### src/rtl/video_pkg.sv
// rtl/video_pkg.sv - shared video constants, pattern encodings and timing defaults
package video_pkg;

  localparam logic [15:0] RGB_WHITE   = 16'hFFFF;
  localparam logic [15:0] RGB_YELLOW  = 16'hFFE0;
  localparam logic [15:0] RGB_CYAN    = 16'h07FF;
  localparam logic [15:0] RGB_GREEN   = 16'h07E0;
  localparam logic [15:0] RGB_MAGENTA = 16'hF81F;
  localparam logic [15:0] RGB_RED     = 16'hF800;
  localparam logic [15:0] RGB_BLUE    = 16'h001F;
  localparam logic [15:0] RGB_BLACK   = 16'h0000;

  typedef enum logic [1:0] {
    PAT_BARS  = 2'b00,
    PAT_GRID  = 2'b01,
    PAT_GRAD  = 2'b10,
    PAT_SOLID = 2'b11
  } pattern_e;

  typedef enum logic {
    ST_IDLE = 1'b0,
    ST_RUN  = 1'b1
  } run_state_e;

  // 1280x720 timing
  localparam int DEF_H_DISP    = 1280;
  localparam int DEF_H_FRONT   = 110;
  localparam int DEF_H_SYNC    = 40;
  localparam int DEF_H_BACK    = 220;
  localparam int DEF_V_DISP    = 720;
  localparam int DEF_V_FRONT   = 5;
  localparam int DEF_V_SYNC    = 5;
  localparam int DEF_V_BACK    = 20;
  localparam int DEF_CNT_WIDTH = 12;

  // Index 8 and above is the remainder region past the last full bar.
  function automatic logic [15:0] bar_color(input logic [3:0] idx);
    case (idx)
      4'd0:    bar_color = RGB_WHITE;
      4'd1:    bar_color = RGB_YELLOW;
      4'd2:    bar_color = RGB_CYAN;
      4'd3:    bar_color = RGB_GREEN;
      4'd4:    bar_color = RGB_MAGENTA;
      4'd5:    bar_color = RGB_RED;
      4'd6:    bar_color = RGB_BLUE;
      default: bar_color = RGB_BLACK;
    endcase
  endfunction

endpackage

### src/rtl/video_pattern_gen_if.sv
// rtl/video_pattern_gen_if.sv - video output bundle (sync, enable, pixel data)
interface video_pattern_gen_if;
  logic        vo_vs;
  logic        vo_hs;
  logic        vo_de;
  logic        vo_sof;
  logic [15:0] vo_data;

  modport master (output vo_vs, vo_hs, vo_de, vo_sof, vo_data);
  modport slave  (input  vo_vs, vo_hs, vo_de, vo_sof, vo_data);
endinterface

### src/rtl/video_timing_gen.sv
// rtl/video_timing_gen.sv - h/v counters, region decode, run FSM and frame counter
module video_timing_gen
  import video_pkg::*;
#(
  parameter int H_DISP    = DEF_H_DISP,
  parameter int H_FRONT   = DEF_H_FRONT,
  parameter int H_SYNC    = DEF_H_SYNC,
  parameter int H_BACK    = DEF_H_BACK,
  parameter int V_DISP    = DEF_V_DISP,
  parameter int V_FRONT   = DEF_V_FRONT,
  parameter int V_SYNC    = DEF_V_SYNC,
  parameter int V_BACK    = DEF_V_BACK,
  parameter int CNT_WIDTH = DEF_CNT_WIDTH
) (
  input  logic       clk,
  input  logic       rst,
  input  logic       en,
  output logic [7:0] x,
  output logic [7:0] y,
  output logic       de_c,
  output logic       hs_c,
  output logic       vs_c,
  output logic       frame_start,
  output logic       frame_end,
  output logic [7:0] frame_cnt
);

  localparam int H_TOTAL = H_DISP + H_FRONT + H_SYNC + H_BACK;
  localparam int V_TOTAL = V_DISP + V_FRONT + V_SYNC + V_BACK;

  run_state_e           state, state_next;
  logic [CNT_WIDTH-1:0] h_cnt, v_cnt;
  logic                 running, h_last, v_last;

  assign running     = (state == ST_RUN);
  assign h_last      = (h_cnt == CNT_WIDTH'(H_TOTAL - 1));
  assign v_last      = (v_cnt == CNT_WIDTH'(V_TOTAL - 1));
  assign frame_start = running && (h_cnt == '0) && (v_cnt == '0);
  assign frame_end   = running && h_last && v_last;

  always_ff @(posedge clk) begin
    if (rst) state <= ST_IDLE;
    else     state <= state_next;
  end

  // en is only honoured on the last clock of a frame, so frames are never cut short
  always_comb begin
    state_next = state;
    case (state)
      ST_IDLE: if (en) state_next = ST_RUN;
      ST_RUN:  if (frame_end && !en) state_next = ST_IDLE;
      default: state_next = ST_IDLE;
    endcase
  end

  always_ff @(posedge clk) begin
    if (rst || !running) begin
      h_cnt <= '0;
      v_cnt <= '0;
    end else if (h_last) begin
      h_cnt <= '0;
      v_cnt <= v_last ? '0 : v_cnt + 1'b1;
    end else begin
      h_cnt <= h_cnt + 1'b1;
    end
  end

  always_ff @(posedge clk) begin
    if (rst)            frame_cnt <= '0;
    else if (frame_end) frame_cnt <= frame_cnt + 8'd1;
  end

  always_comb begin
    de_c = running && (h_cnt < CNT_WIDTH'(H_DISP)) && (v_cnt < CNT_WIDTH'(V_DISP));
    hs_c = running && (h_cnt >= CNT_WIDTH'(H_DISP + H_FRONT))
                   && (h_cnt <  CNT_WIDTH'(H_DISP + H_FRONT + H_SYNC));
    vs_c = running && (v_cnt >= CNT_WIDTH'(V_DISP + V_FRONT))
                   && (v_cnt <  CNT_WIDTH'(V_DISP + V_FRONT + V_SYNC));
  end

  // Patterns only look at the low coordinate bits
  assign x = h_cnt[7:0];
  assign y = v_cnt[7:0];

endmodule

### src/rtl/video_pattern_gen.sv
// rtl/video_pattern_gen.sv - frame-timed RGB565 test pattern source
module video_pattern_gen
  import video_pkg::*;
#(
  parameter int H_DISP    = DEF_H_DISP,
  parameter int H_FRONT   = DEF_H_FRONT,
  parameter int H_SYNC    = DEF_H_SYNC,
  parameter int H_BACK    = DEF_H_BACK,
  parameter int V_DISP    = DEF_V_DISP,
  parameter int V_FRONT   = DEF_V_FRONT,
  parameter int V_SYNC    = DEF_V_SYNC,
  parameter int V_BACK    = DEF_V_BACK,
  parameter int CNT_WIDTH = DEF_CNT_WIDTH
) (
  input  logic                clk,
  input  logic                rst,
  input  logic                en,
  input  logic [1:0]          mode,
  input  logic [15:0]         solid_color,
  video_pattern_gen_if.master vo,
  output logic [7:0]          frame_cnt
);

  localparam int BAR_W = H_DISP / 8;

  logic [7:0]           x, y;
  logic                 de_c, hs_c, vs_c, frame_start;
  pattern_e             mode_q, mode_eff;
  logic [15:0]          color_q, color_eff, pix;
  logic [CNT_WIDTH-1:0] bar_pos;
  logic [3:0]           bar_idx;
  logic [7:0]           grad_sum;

  video_timing_gen #(
    .H_DISP(H_DISP), .H_FRONT(H_FRONT), .H_SYNC(H_SYNC), .H_BACK(H_BACK),
    .V_DISP(V_DISP), .V_FRONT(V_FRONT), .V_SYNC(V_SYNC), .V_BACK(V_BACK),
    .CNT_WIDTH(CNT_WIDTH)
  ) u_timing (
    .clk         (clk),
    .rst         (rst),
    .en          (en),
    .x           (x),
    .y           (y),
    .de_c        (de_c),
    .hs_c        (hs_c),
    .vs_c        (vs_c),
    .frame_start (frame_start),
    .frame_end   (),
    .frame_cnt   (frame_cnt)
  );

  // Pixel (0,0) must already use the values being latched on that same clock
  assign mode_eff  = frame_start ? pattern_e'(mode) : mode_q;
  assign color_eff = frame_start ? solid_color : color_q;

  always_ff @(posedge clk) begin
    if (rst) begin
      mode_q  <= PAT_BARS;
      color_q <= RGB_BLACK;
    end else if (frame_start) begin
      mode_q  <= pattern_e'(mode);
      color_q <= solid_color;
    end
  end

  // Bar index tracks x in steps of BAR_W; it parks at 8 for the remainder pixels
  always_ff @(posedge clk) begin
    if (rst || !de_c) begin
      bar_pos <= '0;
      bar_idx <= '0;
    end else if (bar_pos == CNT_WIDTH'(BAR_W - 1)) begin
      bar_pos <= '0;
      bar_idx <= (bar_idx == 4'd8) ? 4'd8 : bar_idx + 4'd1;
    end else begin
      bar_pos <= bar_pos + 1'b1;
    end
  end

  assign grad_sum = x + frame_cnt;

  always_comb begin
    pix = RGB_BLACK;
    case (mode_eff)
      PAT_BARS:  pix = bar_color(bar_idx);
      PAT_GRID:  pix = ((x[4:0] == 5'd0) || (y[4:0] == 5'd0)) ? RGB_WHITE : RGB_BLACK;
      PAT_GRAD:  pix = {grad_sum[7:3], y[7:2], 5'h10};
      PAT_SOLID: pix = color_eff;
      default:   pix = RGB_BLACK;
    endcase
  end

  always_ff @(posedge clk) begin
    if (rst) begin
      vo.vo_vs   <= 1'b0;
      vo.vo_hs   <= 1'b0;
      vo.vo_de   <= 1'b0;
      vo.vo_sof  <= 1'b0;
      vo.vo_data <= '0;
    end else begin
      vo.vo_vs   <= vs_c;
      vo.vo_hs   <= hs_c;
      vo.vo_de   <= de_c;
      vo.vo_sof  <= frame_start;
      vo.vo_data <= de_c ? pix : 16'h0000;
    end
  end

endmodule

### src/flat_wrapper.sv
// flat-port wrapper written by rule: the top's interface ports become plain ports
module video_pattern_gen_flat import video_pkg::*;
#(
  parameter int H_DISP    = DEF_H_DISP,
  parameter int H_FRONT   = DEF_H_FRONT,
  parameter int H_SYNC    = DEF_H_SYNC,
  parameter int H_BACK    = DEF_H_BACK,
  parameter int V_DISP    = DEF_V_DISP,
  parameter int V_FRONT   = DEF_V_FRONT,
  parameter int V_SYNC    = DEF_V_SYNC,
  parameter int V_BACK    = DEF_V_BACK,
  parameter int CNT_WIDTH = DEF_CNT_WIDTH
)
  (clk, rst, en, mode, solid_color, frame_cnt, vo_vo_vs, vo_vo_hs, vo_vo_de, vo_vo_sof, vo_vo_data);
  video_pattern_gen_if vo_i ();
  input  logic clk;
  input  logic rst;
  input  logic en;
  input  logic [1:0] mode;
  input  logic [15:0] solid_color;
  output logic [7:0] frame_cnt;
  output wire logic [$bits(vo_i.vo_vs)-1:0] vo_vo_vs;
  output wire logic [$bits(vo_i.vo_hs)-1:0] vo_vo_hs;
  output wire logic [$bits(vo_i.vo_de)-1:0] vo_vo_de;
  output wire logic [$bits(vo_i.vo_sof)-1:0] vo_vo_sof;
  output wire logic [$bits(vo_i.vo_data)-1:0] vo_vo_data;
  assign vo_vo_vs = vo_i.vo_vs;
  assign vo_vo_hs = vo_i.vo_hs;
  assign vo_vo_de = vo_i.vo_de;
  assign vo_vo_sof = vo_i.vo_sof;
  assign vo_vo_data = vo_i.vo_data;
  video_pattern_gen #(.H_DISP(H_DISP), .H_FRONT(H_FRONT), .H_SYNC(H_SYNC), .H_BACK(H_BACK), .V_DISP(V_DISP), .V_FRONT(V_FRONT), .V_SYNC(V_SYNC), .V_BACK(V_BACK), .CNT_WIDTH(CNT_WIDTH)) u_core (.clk(clk), .rst(rst), .en(en), .mode(mode), .solid_color(solid_color), .vo(vo_i), .frame_cnt(frame_cnt));
endmodule
### config.mk
export PLATFORM = sky130hd
export DESIGN_NAME = video_pattern_gen_flat
export DESIGN_NICKNAME = d
export VERILOG_FILES = /design/src/rtl/video_pkg.sv /design/src/rtl/video_pattern_gen_if.sv /design/src/rtl/video_timing_gen.sv /design/src/rtl/video_pattern_gen.sv /design/src/flat_wrapper.sv
export SDC_FILE = /design/constraint.sdc
export NUM_CORES = 1
export LEC_CHECK = 0
export CAP_MARGIN = 20
export CORE_MARGIN = 5
export CORE_UTILIZATION = 55
export CTS_CLUSTER_DIAMETER = 30
export DETAILED_ROUTE_END_ITERATION = 8
export PLACE_DENSITY_LB_ADDON = 0.25
export SLEW_MARGIN = 10
export SYNTH_ARGS = -nofsm -noshare
export SYNTH_HDL_FRONTEND = slang
export SYNTH_SLANG_ARGS = --single-unit
### constraint.sdc
create_clock -name clk -period 2.4 [get_ports clk]
set_input_delay 0.36 -clock clk [delete_from_list [all_inputs] [get_ports clk]]
set_output_delay 0.36 -clock clk [all_outputs]
set_load 0.05 [all_outputs]
* After elaboration in Yosys (flattened, before gate mapping)
Cells that the tools add are included.
Word-level totals: register bits 87, latch bits 0, bits in writable memories 0, ROM bits 0, input bits 21, output and inout bits 28, word-level logic and storage cells 76, memories kept 0
Cells by class: $add $sub $neg 6, $mul 0, div/mod/pow operators 0, $lt $le $gt $ge 6, eq/ne operators 13, shift operators 0, mux-type cells 10, bitwise gates (word level) 2, reduce and logical (&&, ||, !) cells 26
Operators with widths (count):
- one-hot mux 16 bit (7 select lines) | 1
- one-hot mux 16 bit (4 select lines) | 1
- adder 12 x 1 -> 12 bit, second input constant | 3
- 2-to-1 mux 16 bit | 2
- zero test 12 bit | 2
- < comparator 12 x 10 -> 1 bit, second input constant | 2
- < comparator 12 x 11 -> 1 bit, second input constant | 2
- equality test 12 x 10 -> 1 bit, second input constant | 1
- equality test 12 x 11 -> 1 bit, second input constant | 1
- equality test 12 x 8 -> 1 bit, second input constant | 1
- equality test 4 x 3 -> 1 bit, second input constant | 3
- >= comparator 12 x 10 -> 1 bit, second input constant | 1
- >= comparator 12 x 11 -> 1 bit, second input constant | 1
- 2-to-1 mux 12 bit | 1
- logical AND 1 bit | 11
- zero test 5 bit | 2
- adder 8 x 1 -> 8 bit, second input constant | 1
- adder 8 bit | 1
- equality test 4 x 2 -> 1 bit, second input constant | 2
- OR reduction 2 bit | 3
- adder 4 x 1 -> 4 bit, second input constant | 1
- equality test 2 bit, second input constant | 2
- equality test 4 x 1 -> 1 bit, second input constant | 1
- equality test 4 bit, second input constant | 1
- other kinds (10) | 16

* Depth between registers and ports, before layout
word-level depth 6, gate-level depth with buffers 9, depth with buffers taken out 8

* Modules after synthesis
From an unflattened synthesis, not the netlist that was laid out.
Second synthesis, totals: cells, all modules 499, area, all modules 4450.5 um2
By module, submodules not included:
- video_pattern_gen | instances 1, cells each 267, area an instance 2478.6 um2, seq. area each 1081.0 um2
- video_timing_gen | instances 1, cells each 232, area an instance 1971.9 um2, seq. area each 660.6 um2

* Worst setup path before layout
Ideal clock, no wire load.
path kind register to register, start reg u_core.u_timing.frame_cnt[2], end reg u_core.vo.vo_data[15], setup time 132 ps, arrival time 2188 ps, data required time 2268 ps, path slack 80 ps, stages on the path, launching flop included 8, buffers on the path 0, clock period less this slack 2320 ps, path through dfxtp_1 -> ha_1 -> o21ai_0 -> a221oi_1 -> o21a_1 -> or4_1 -> nand4_1 -> a21oi_1
On the way: cells in the longest elaborated chain, start to end 2
Ends and longest elaborated chain:
- start: declaration | line video_timing_gen.sv:25 | output logic [7:0] frame_cnt
- start signal: assignment | line video_timing_gen.sv:70 | else if (frame_end) frame_cnt <= frame_cnt + 8'd1;
- adder 8 bit | line video_pattern_gen.sv:79 | assign grad_sum = x + frame_cnt;
- one-hot mux 16 bit (4 select lines) | line video_pattern_gen.sv:83 | case (mode_eff)
- end signal: assignment | line video_pattern_gen.sv:104 | vo.vo_data <= de_c ? pix : 16'h0000;
- end: declaration | line video_pattern_gen_if.sv:9 | modport master (output vo_vs, vo_hs, vo_de, vo_sof, vo_data);
No other way between the ends. A chain may end at the register's enable or synchronous reset.

* Worst setup path in the final report
start reg u_core.u_timing.h_cnt[8], end reg u_core.vo.vo_data[5]
On the way: cells in the longest elaborated chain, start to end 6, elaborated cells on any way between the ends 15, those cells by class 1 x order compare; 3 x eq/ne; 3 x mux; 1 x bitwise; 7 x reduce/logical
Ends and longest elaborated chain:
- start: declaration | line video_timing_gen.sv:32 | logic [CNT_WIDTH-1:0] h_cnt, v_cnt;
- start signal: assignment | line video_timing_gen.sv:64 | h_cnt <= h_cnt + 1'b1;
- branches (longest 6 deep; another with < comparator 12 x 11 -> 1 bit)
Parallel ways; which one is timed is not known.

==> metrics.txt <==
Area Overhead vs Synth 21.1%; chip height between 90 and 100 um; share of the synthesized area in the top cell type 40.8%; Top delay family on crit path simple AND/OR/NAND/NOR gates; crit start category register; Critical Path End Type register; PortBufs 48; Clock Pin Slew Worst Setup and Hold Paths around 0.080 ns; Int Pwr 2170 uW; Clock Power Share between 30% and 40%; first-pass GRT wire length 16700 um; Core Box Area ~7600 um^2; Post-Syn Area per Cell approximately 8.4 um^2; post-DP HPWL roughly 7400 um; syn_nets 550; Compound-Gate Fraction of Synth Area about 14%; CP max FO 6; Final Wtd Congestion 0.901; post-layout min period 2.33 ns; Tightest Pin Transition around 0.62 ns; final hold violation count 0; Num CTS Buffers 9; area leader, netlist dfxtp_1; post-synthesis sequential area ratio 40.8%; H-tree depth 3; Simple-Gate Fraction of Synth Area 25.9%; count leader, synth dfxtp_1; Post-CTS Hold Fix Bufs 0; LEAKAGE approximately 0.0019 uW; die area 9630 um^2; Post-synth EDFFs 0; Pwr Density approximately 570 nW/um^2; Nets 608; final std cells w/o fill a little under 700; CTS Sinks 87; CTS tree done; Final Setup Violations 0; Detailed Route WL approximately 10000 um; largest family of logic cells by synthesized area simple AND/OR/NAND/NOR gates; fin. max-slew vios 0; Clock Path Buffers 2; mux cell area share after synthesis under 10%; total iterations of the first detailed-routing run 5; largest net degree at the start of global routing 29; post-synthesis xor/xnor area fraction between 7 and 8%; fill count about 640; setup bufs post-CTS 0; ratio of cells with drive above 1 in the final layout a little over a tenth; drt wl/cell 14.8 um; ys flop type dfxtp_1; total power 2970 uW; boundary pin count between 40 and 50; average vias per placed instance around 5.7; critical path class register to register; Max Cap Viol 0; Ys Warns 0; CP arrival 2.56 ns; Seq cells post-synth 87; DRC 0; switching power of the nets 804 uW; top cells by count, synth dfxtp_1 (87), nor2_1 (63), nand2_1 (58); RSZ-0062 raised after global routing true; Initial Utilization approximately 56%; Rows 32; drt initial violations 280; total grt overflow 0; max frequency ~430 MHz; placed insts 659; setup tns final 0 ns; chip width 98.1 um; Post-Synth Adder-Cell Area approximately 5.6%; Total GRT Usage about a fifth; worst path required time approximately 2.6 ns; HP Class register to register; worst rel slew slack about three fifths; Mapped Area roughly 4300 um^2; Switching Share roughly 27%; top cells by area, synth dfxtp_1 (41%), ha_1 (5.6%), nor2_1 (5.5%), xor2_1 (5.1%), nand2_1 (5.1%); crit path max-delay cell type or3_4; highest ir drop seen on vdd about 0.34 mV; Tcrit/Tclk final between 90% and 100%; Comb power frac between 10% and 20%; Worst Path Buf+Inv 1; clk root buf clkbuf_8; hold slack about 0.45 ns; Post-Route Utilization between 60% and 70%; Antenna Cells 0; vias ~3900; max incr delay on CP around 0.42 ns; status finished, final reports clean; clock latency on the worst-skew pair approximately 0.35 ns; initial antenna violation count 0; async set or reset register ratio after synthesis 0%; cell count after synthesis 510; Post-DRT Antenna Nets 0; share of total power in sequential cells slightly above 50%; Worst Clk Skew around 0.0097 ns; vias in the first global route about 3600; distinct cell type count of the synthesized netlist 58; CP Cell Sequence or3_4, nand4b_1, buf_4, or3_1, or2_1, o22ai_1, o31ai_1
power groups by stage:
stage | registers [uW] | logic [uW] | clock network, uW
finish | 1520 | 422 | 1030
global route | 1530 | 454 | 1110
CTS | 1520 | 414 | 1050
detailed placement | 1550 | 413 | 0
global placement | 1550 | 407 | 0
floorplan | 1630 | 179 | 0
worst min-delay path: stages, from the launching register on:
cell and delay [ns]:
dfxtp_1 0.31, nand2_1 0.05, a21oi_1 0.05
per-layer routing:
| layer | part of all wire [%] | global-route usage, % |
|---|---|---|
| met5 | 0 | 0 |
| met4 | 1.6 | 7.56 |
| met3 | 5.2 | 4.43 |
| met2 | 49 | 34.7 |
| met1 | 44 | 26.7 |
stage by stage:
| step | setup WS (ns) | cell area, um^2 |
|---|---|---|
| after detailed placement | 0.116 | 4950 |
| after floorplan | 0.0797 | 4270 |
| after global placement | 0.209 | 4950 |
| after CTS | 0.0857 | 5150 |
| final | 0.0662 | 5170 |
| after global routing | -0.0167 | 5170 |
worst paths after layout:
| kind | startpoint | end | slack [ns] | cells past startpoint |
|---|---|---|---|---|
| min | u_core.color_q[3]$_SDFF_PP0_ | u_core.color_q[3]$_SDFF_PP0_ | 0.45 | 2 |
| min reg2reg | u_core.color_q[3]$_SDFF_PP0_ | u_core.color_q[3]$_SDFF_PP0_ | 0.45 | 2 |
| max | u_core.u_timing.h_cnt[8]$_SDFF_PP0_ | u_core.vo.vo_data[5]$_SDFF_PP0_ | 0.07 | 7 |
| max reg2reg | u_core.u_timing.h_cnt[8]$_SDFF_PP0_ | u_core.vo.vo_data[5]$_SDFF_PP0_ | 0.07 | 7 |
flip-flops by register name (all words and copies together) (netlist names), 2 cells and up:
name,flops
u_core.color_q,16
u_core.vo.vo_data,16
u_core.bar_pos,12
u_core.u_timing.h_cnt,12
u_core.u_timing.v_cnt,12
u_core.u_timing.frame_cnt,8
u_core.bar_idx,4
u_core.mode_q,2
cells by family after synthesis:
| group | Yosys count |
|---|---|
| fa+ha+maj | 19 |
| flops | 87 |
| buf+inv | 43 |
| compound gates | 98 |
| xor+xnor | 37 |
| mux | 7 |
| simple gates | 219 |
layout make-up:
type / count / area (um^2) / area share [%]
multi-input combinational: 380 / 2370 / 45.9
sequential: 87 / 1740 / 33.7
timing repair buffer: 73 / 668 / 12.9
tap: 102 / 128 / 2.47
clock buffer: 11 / 141 / 2.73
clock inverter: 5 / 57.6 / 1.11
inverter: 17 / 63.8 / 1.23
timing repair:
action,CTS,global route
hold endpoints to repair,0,0
setup endpoints to repair,0,11
resized for setup,0,6
placed cells by master (no fill, tap or decap), drive strengths merged, types with 3 or more instances in the layout:
| cell type | synthesis | layout |
|---|---|---|
| nand2b | 5 | 5 |
| or3 | 11 | 11 |
| buf | 9 | 25 |
| nor2 | 63 | 63 |
| ha | 19 | 19 |
| o31a | 3 | 3 |
| dfxtp | 87 | 87 |
| nor3 | 6 | 6 |
| clkbuf | 17 | 11 |
| nand2 | 58 | 58 |
| nand4 | 11 | 11 |
| o311ai | 3 | 3 |
| and3 | 12 | 12 |
| xor2 | 25 | 25 |
| o31ai | 5 | 5 |
| or2 | 5 | 5 |
| xnor2 | 12 | 12 |
| o21ai | 23 | 23 |
| o22ai | 5 | 5 |
| clkinv | 1 | 5 |
| mux2i | 5 | 5 |
| clkdlybuf4s50 | 0 | 48 |
| nand3 | 29 | 29 |
| nor4 | 6 | 6 |
| a21oi | 35 | 35 |
| inv | 16 | 16 |
| a31oi | 8 | 8 |
Note: power is estimated with default switching activity, not from simulation.
